File: src/rtl/riscv_defines.sv
// rtl/riscv_defines.sv - shared memory-stage types and constants for the core
package riscv_defines;

    typedef enum logic [1:0] {
        MEM_NONE  = 2'd0,
        MEM_READ  = 2'd1,
        MEM_WRITE = 2'd2
    } memaccess_t;

    typedef enum logic [2:0] {
        MASK_BYTE   = 3'd0,
        MASK_HALF   = 3'd1,
        MASK_WORD   = 3'd2,
        MASK_BYTE_U = 3'd3,
        MASK_HALF_U = 3'd4
    } mask_mode_t;

    typedef struct packed {
        logic [29:0] waddr;
        logic [31:0] data;
        logic [3:0]  strb;
    } store_entry_t;

    localparam int STORE_BUF_DEPTH = 4;

endpackage

File: src/rtl/store_align_unit.sv
// rtl/store_align_unit.sv - lane alignment, byte strobes and misalignment detect for stores
module store_align_unit
    import riscv_defines::*;
(
    input  logic [31:0] wdata,
    input  logic [1:0]  offset,
    input  mask_mode_t  mask_mode,
    output logic [31:0] data,
    output logic [3:0]  strb,
    output logic        misaligned
);

    always_comb begin
        data       = wdata << {offset, 3'b000};
        strb       = 4'b1111;
        misaligned = 1'b0;
        // Unsigned variants only matter on the load side; stores treat them as signed sizes.
        unique case (mask_mode)
            MASK_BYTE, MASK_BYTE_U: begin
                strb = 4'b0001 << offset;
            end
            MASK_HALF, MASK_HALF_U: begin
                strb       = 4'b0011 << offset;
                misaligned = offset[0];
            end
            default: begin
                strb       = 4'b1111;
                misaligned = (offset != 2'b00);
            end
        endcase
    end

endmodule

File: src/rtl/store_buffer.sv
// rtl/store_buffer.sv - in-order store FIFO draining to data memory over req/gnt
module store_buffer
    import riscv_defines::*;
#(
    parameter int DEPTH = STORE_BUF_DEPTH
) (
    input  logic        clk,
    input  logic        rst_n,
    input  memaccess_t  memaccess,
    input  logic [31:0] addr,
    input  logic [31:0] wdata,
    input  mask_mode_t  mask_mode,
    output logic        store_stall,
    output logic        misaligned,
    output logic        load_conflict,
    output logic        empty,
    output logic        mem_req,
    output logic [31:0] mem_addr,
    output logic [31:0] mem_wdata,
    output logic [3:0]  mem_wstrb,
    input  logic        mem_gnt
);

    localparam int PW = $clog2(DEPTH);
    localparam int CW = PW + 1;
    localparam logic [CW-1:0] FULL_CNT = CW'(DEPTH);

    store_entry_t         entries [DEPTH];
    logic [DEPTH-1:0]     valid;
    logic [PW-1:0]        wr_ptr;
    logic [PW-1:0]        rd_ptr;
    logic [CW-1:0]        count;

    logic [31:0]          align_data;
    logic [3:0]           align_strb;
    logic                 align_mis;
    logic                 is_write;
    logic                 is_read;
    logic                 full;
    logic                 push;
    logic                 pop;
    logic [DEPTH-1:0]     hit;
    store_entry_t         head;

    store_align_unit u_align (
        .wdata      (wdata),
        .offset     (addr[1:0]),
        .mask_mode  (mask_mode),
        .data       (align_data),
        .strb       (align_strb),
        .misaligned (align_mis)
    );

    assign is_write    = (memaccess == MEM_WRITE);
    assign is_read     = (memaccess == MEM_READ);
    assign full        = (count == FULL_CNT);
    assign misaligned  = is_write && align_mis;
    assign store_stall = is_write && !align_mis && full;
    assign push        = is_write && !align_mis && !full;
    assign pop         = mem_req && mem_gnt;

    // Conservative: a head granted this very cycle still counts as pending.
    always_comb begin
        hit = '0;
        for (int i = 0; i < DEPTH; i++) begin
            hit[i] = valid[i] && (entries[i].waddr == addr[31:2]);
        end
    end

    assign load_conflict = is_read && (|hit);

    assign empty     = (count == '0);
    assign mem_req   = valid[rd_ptr];
    assign head      = entries[rd_ptr];
    assign mem_addr  = mem_req ? {head.waddr, 2'b00} : 32'h0;
    assign mem_wdata = mem_req ? head.data : 32'h0;
    assign mem_wstrb = mem_req ? head.strb : 4'h0;

    always_ff @(posedge clk or negedge rst_n) begin
        if (!rst_n) begin
            wr_ptr <= '0;
            rd_ptr <= '0;
            count  <= '0;
            valid  <= '0;
        end else begin
            if (push) begin
                valid[wr_ptr] <= 1'b1;
                wr_ptr        <= wr_ptr + PW'(1);
            end
            if (pop) begin
                valid[rd_ptr] <= 1'b0;
                rd_ptr        <= rd_ptr + PW'(1);
            end
            case ({push, pop})
                2'b10:   count <= count + CW'(1);
                2'b01:   count <= count - CW'(1);
                default: count <= count;
            endcase
        end
    end

    // Payload needs no reset; the valid vector alone qualifies it.
    always_ff @(posedge clk) begin
        if (push) begin
            entries[wr_ptr] <= '{waddr: addr[31:2], data: align_data, strb: align_strb};
        end
    end

endmodule

File: config.mk
export PLATFORM = sky130hd
export DESIGN_NAME = store_buffer
export DESIGN_NICKNAME = d
export VERILOG_FILES = /design/src/rtl/riscv_defines.sv /design/src/rtl/store_align_unit.sv /design/src/rtl/store_buffer.sv
export SDC_FILE = /design/constraint.sdc
export NUM_CORES = 1
export LEC_CHECK = 0
export CORE_MARGIN = 1.5
export CORE_UTILIZATION = 50
export DETAILED_ROUTE_END_ITERATION = 7
export GPL_ROUTABILITY_DRIVEN = 0
export PLACE_DENSITY = 0.69
export SLEW_MARGIN = 10
export SYNTH_ARGS = -nofsm -noshare
export SYNTH_HDL_FRONTEND = slang
export SYNTH_SLANG_ARGS = --single-unit
export TNS_END_PERCENT = 30
File: constraint.sdc
create_clock -name clk -period 6.1 [get_ports clk]
set_clock_uncertainty 0.05 [all_clocks]
set_input_delay 1.525 -clock clk [delete_from_list [all_inputs] [get_ports clk]]
set_output_delay 1.525 -clock clk [all_outputs]
set_load 0.005 [all_outputs]
==> results.cfg <==
[grt]
grt_usage_pct = 22.01
overflow = 0
grt_pass1_vias = 7201
antenna_found_initial = 1
grt_pass1_wl_um = 43300
grt_max_degree = 71

[logic_synthesis]
avgSynthCellArea_um2 = 16.53
ys.flop_type = edfxtp_1
ys_seq_elements = 275
seq_area_frac_synth_pct = 64.60
synthMuxAreaShare_pct = 13.30
synthArstFlopShare_pct = 4.000
synth_cell_types = 43
synth-xor-area-share_pct = 8.622
syn_area_mm2 = 0.01270
synthCells = 768
yosysWarnings = 0
synthSimpleGateAreaFrac_pct = 7.883
synth_fa_ha_area_share_pct = 1.133
synth_compound_area_share_pct = 2.050
synth_edf_count = 264
synth_top_family_by_area = multiplexers

[detailed_routing]
wl_per_cell_um = 22.90
drt_pre_antenna_iters = 5
vias_per_cell = 5.595
drc = 0
ant_nets = 0
drt_wl_total_um = 28560
drt_iter0_drc = 546
vias = 6977

[worst_setup_path]
rr_worst_depth = 11
cp-end-kind = output port
path_class = input pin to output port
worstPathArrival_ns = 4.20
path_buf_inv = 2
crit_cells = 7
path_cells = clkdlybuf4s50_1 > xnor2_1 > nand4_1 > nor4_1 > nand4_1 > a41oi_1 > clkdlybuf4s50_1
start_kind = input pin
cp.required_ns = 4.53
cp_max_fo = 8
worst_path_dominant_cell_family = buffers and inverters
critical_path.max_stage_delay_ns = 0.61
cpMaxStageDelayCell = clkdlybuf4s50_1

[place]
portBuffers = 142
place_ws_ns = 0.3913
place_inst = 1192
dp_hpwl_um = 18300

[layout]
final_cell_mix = edfxtp_1 (264), clkdlybuf4s50_1 (142), xnor2_1 (79)
ff_latch_area_mm2 = 0.008208
multi_input_area_mm2 = 0.004204
layout.nets = 975
layout-drive-gt1-share_pct = 14.41
layout_commonest_cell = edfxtp_1
fillerInstances = 1893
area_growth_pct = 20.30
fin_cells = 1247

[min_path]
hold_path_class = flop to flop
min_delay_path_depth = 1

[clock_network]
ctsHtreeMaxLevel = 1
clkLatencyLatePin_ns = 0.55
cts_sinks = 275
cts_resized = 0
cts_root_buf = clkbuf_16
cts_buffers = 29
cts_hold_buf = 0
clk_pin_slew_ns = 0.06
post_cts_buffers = 0
cts_tree = built
clockBufferDepth = 3

[outcome]
status = completed

[timing]
slew_headroom_pct = 25.61
final.period_utilization_pct = 94.74
setup_slack_ns = 0.3211
setup_viol = 0
finalSetupTns_ns = 0
fmaxAchievable_mhz = 173.0
timing.hold.ws_ns = 0.4652
finalCriticalPeriod_ns = 5.779
slew_violations = 0
tightest_slew_ns = 1.116
final_hold_viol_count = 0
rsz0062_at_grt = false

[power_and_ir_drop]
power_frac_comb_pct = 35.1
p_sw_w = 0.001799
netSwitchingFraction_pct = 28.70
p_per_area_mw_per_mm2 = 410.2
clock_power_share_pct = 27.1
power_leakage_nw = 4.943
ir_drop_mv = 0.3061
seq_power_share_pct = 37.8
p_int_w = 0.004468

[floorplan]
die_y_um = 162.4
ios = 145
start_util_pct = 50.71
rows = 58
die_w_um = 162.4
dieArea_mm2 = 0.02636
coreArea_mm2 = 0.02504

[run]
maxCapViolations = 0
==> power groups by stage <==
stage	sequential [W]	clock, W	combinational, W
finish	0.00237	0.00170	0.00220
global route	0.00239	0.00180	0.00238
CTS	0.00237	0.00173	0.00224
detailed placement	0.00241	0	0.00223
global placement	0.00240	0	0.00222
floorplan	0.00231	0	0.00128
==> per-layer routing <==
layer | up-vias | routed length, um | track usage [%]
li1 | 3157 | - | -
met1 | 3545 | 11750 | 29.52
met2 | 242 | 14520 | 37.78
met3 | 33 | 1737 | 3.896
met4 | 0 | 556 | 4.962
met5 | - | 0 | 0
==> final cells by class <==
class,count,area share (%)
Antenna cell,1,0.01638
Clock buffer,37,5.144
Clock inverter,17,0.9502
Inverter,10,0.2457
Multi-Input combinational cell,429,27.52
Sequential cell,275,53.74
Tap cell,330,2.703
Timing Repair Buffer,148,9.682
==> flip-flops by register name (all words and copies together), names as in the netlist <==
register  cells
wr_ptr        2
entries     264
count         3
valid         4
rd_ptr        2
==> worst reg2reg max path: cells and delay by family (launching register included) <==
kind / cells / cell delay, ns
AO/OA/AOI/OAI: 1 / 0.23
XOR/XNOR: 2 / 0.32
adder cells (fa/ha/maj): 2 / 0.64
buffers and inverters: 3 / 0.64
flip-flops: 1 / 0.88
AND/OR/NAND/NOR: 3 / 0.69
==> synthesized netlist by cell type, types with 2 or more instances <==
library cell	count	area share, %
clkbuf_1	34	1.0
nor3_1	2	0.079
nor2b_1	76	3.7
nand2_1	12	0.35
edfxtp_1	264	62
a211oi_1	8	0.47
nand3_1	2	0.079
xnor2_1	79	5.4
mux2i_1	18	1.4
nor4_1	16	0.79
buf_4	8	0.47
dfrtp_1	11	2.2
nor2_1	13	0.38
inv_1	10	0.30
buf_6	2	0.18
nand4_1	24	1.2
and2_1	8	0.39
mux4_2	66	12
and2_4	4	0.28
buf_2	10	0.39
ha_1	9	0.89
xor2_1	46	3.2
a21oi_1	12	0.47
a2bb2oi_2	4	0.47
nand2b_1	3	0.15
o21ai_0	10	0.39
==> final timing paths <==
check,slack [ns],to,startpoint
worst max-delay path,0.32,load_conflict,addr[12]
worst min-delay path,0.47,count[2]$_DFFE_PN0P_,count[2]$_DFFE_PN0P_
worst max register to register,2.59,count[2]$_DFFE_PN0P_,rd_ptr[0]$_DFFE_PN0P_
worst min register to register,0.47,count[2]$_DFFE_PN0P_,count[2]$_DFFE_PN0P_
max in group asynchronous,4.34,rd_ptr[0]$_DFFE_PN0P_,rst_n
min in group asynchronous,1.27,wr_ptr[0]$_DFFE_PN0P_,rst_n
==> cell families (layout without fill, tap and decap cells) <==
logic type / after synthesis / in the layout
other: 1 / 3
AND/OR/NAND/NOR: 168 / 168
XOR/XNOR: 125 / 125
multiplexers: 86 / 86
adder cells (fa/ha/maj): 11 / 11
flip-flops: 275 / 275
buffers and inverters: 65 / 212
AO/OA/AOI/OAI: 37 / 37
==> per-stage QoR <==
stage          power (W)  area [um2]  utilization [%]
2_1_floorplan   0.003592       12700                -
5_1_grt         0.006569       15270            61.00
4_1_cts         0.006341       15270            61.00
6_report        0.006266       15270            61.01
3_3_place_gp    0.004618       14340            57.28
3_5_place_dp    0.004638       14340            57.28
Power figures use the tool's default switching activity.
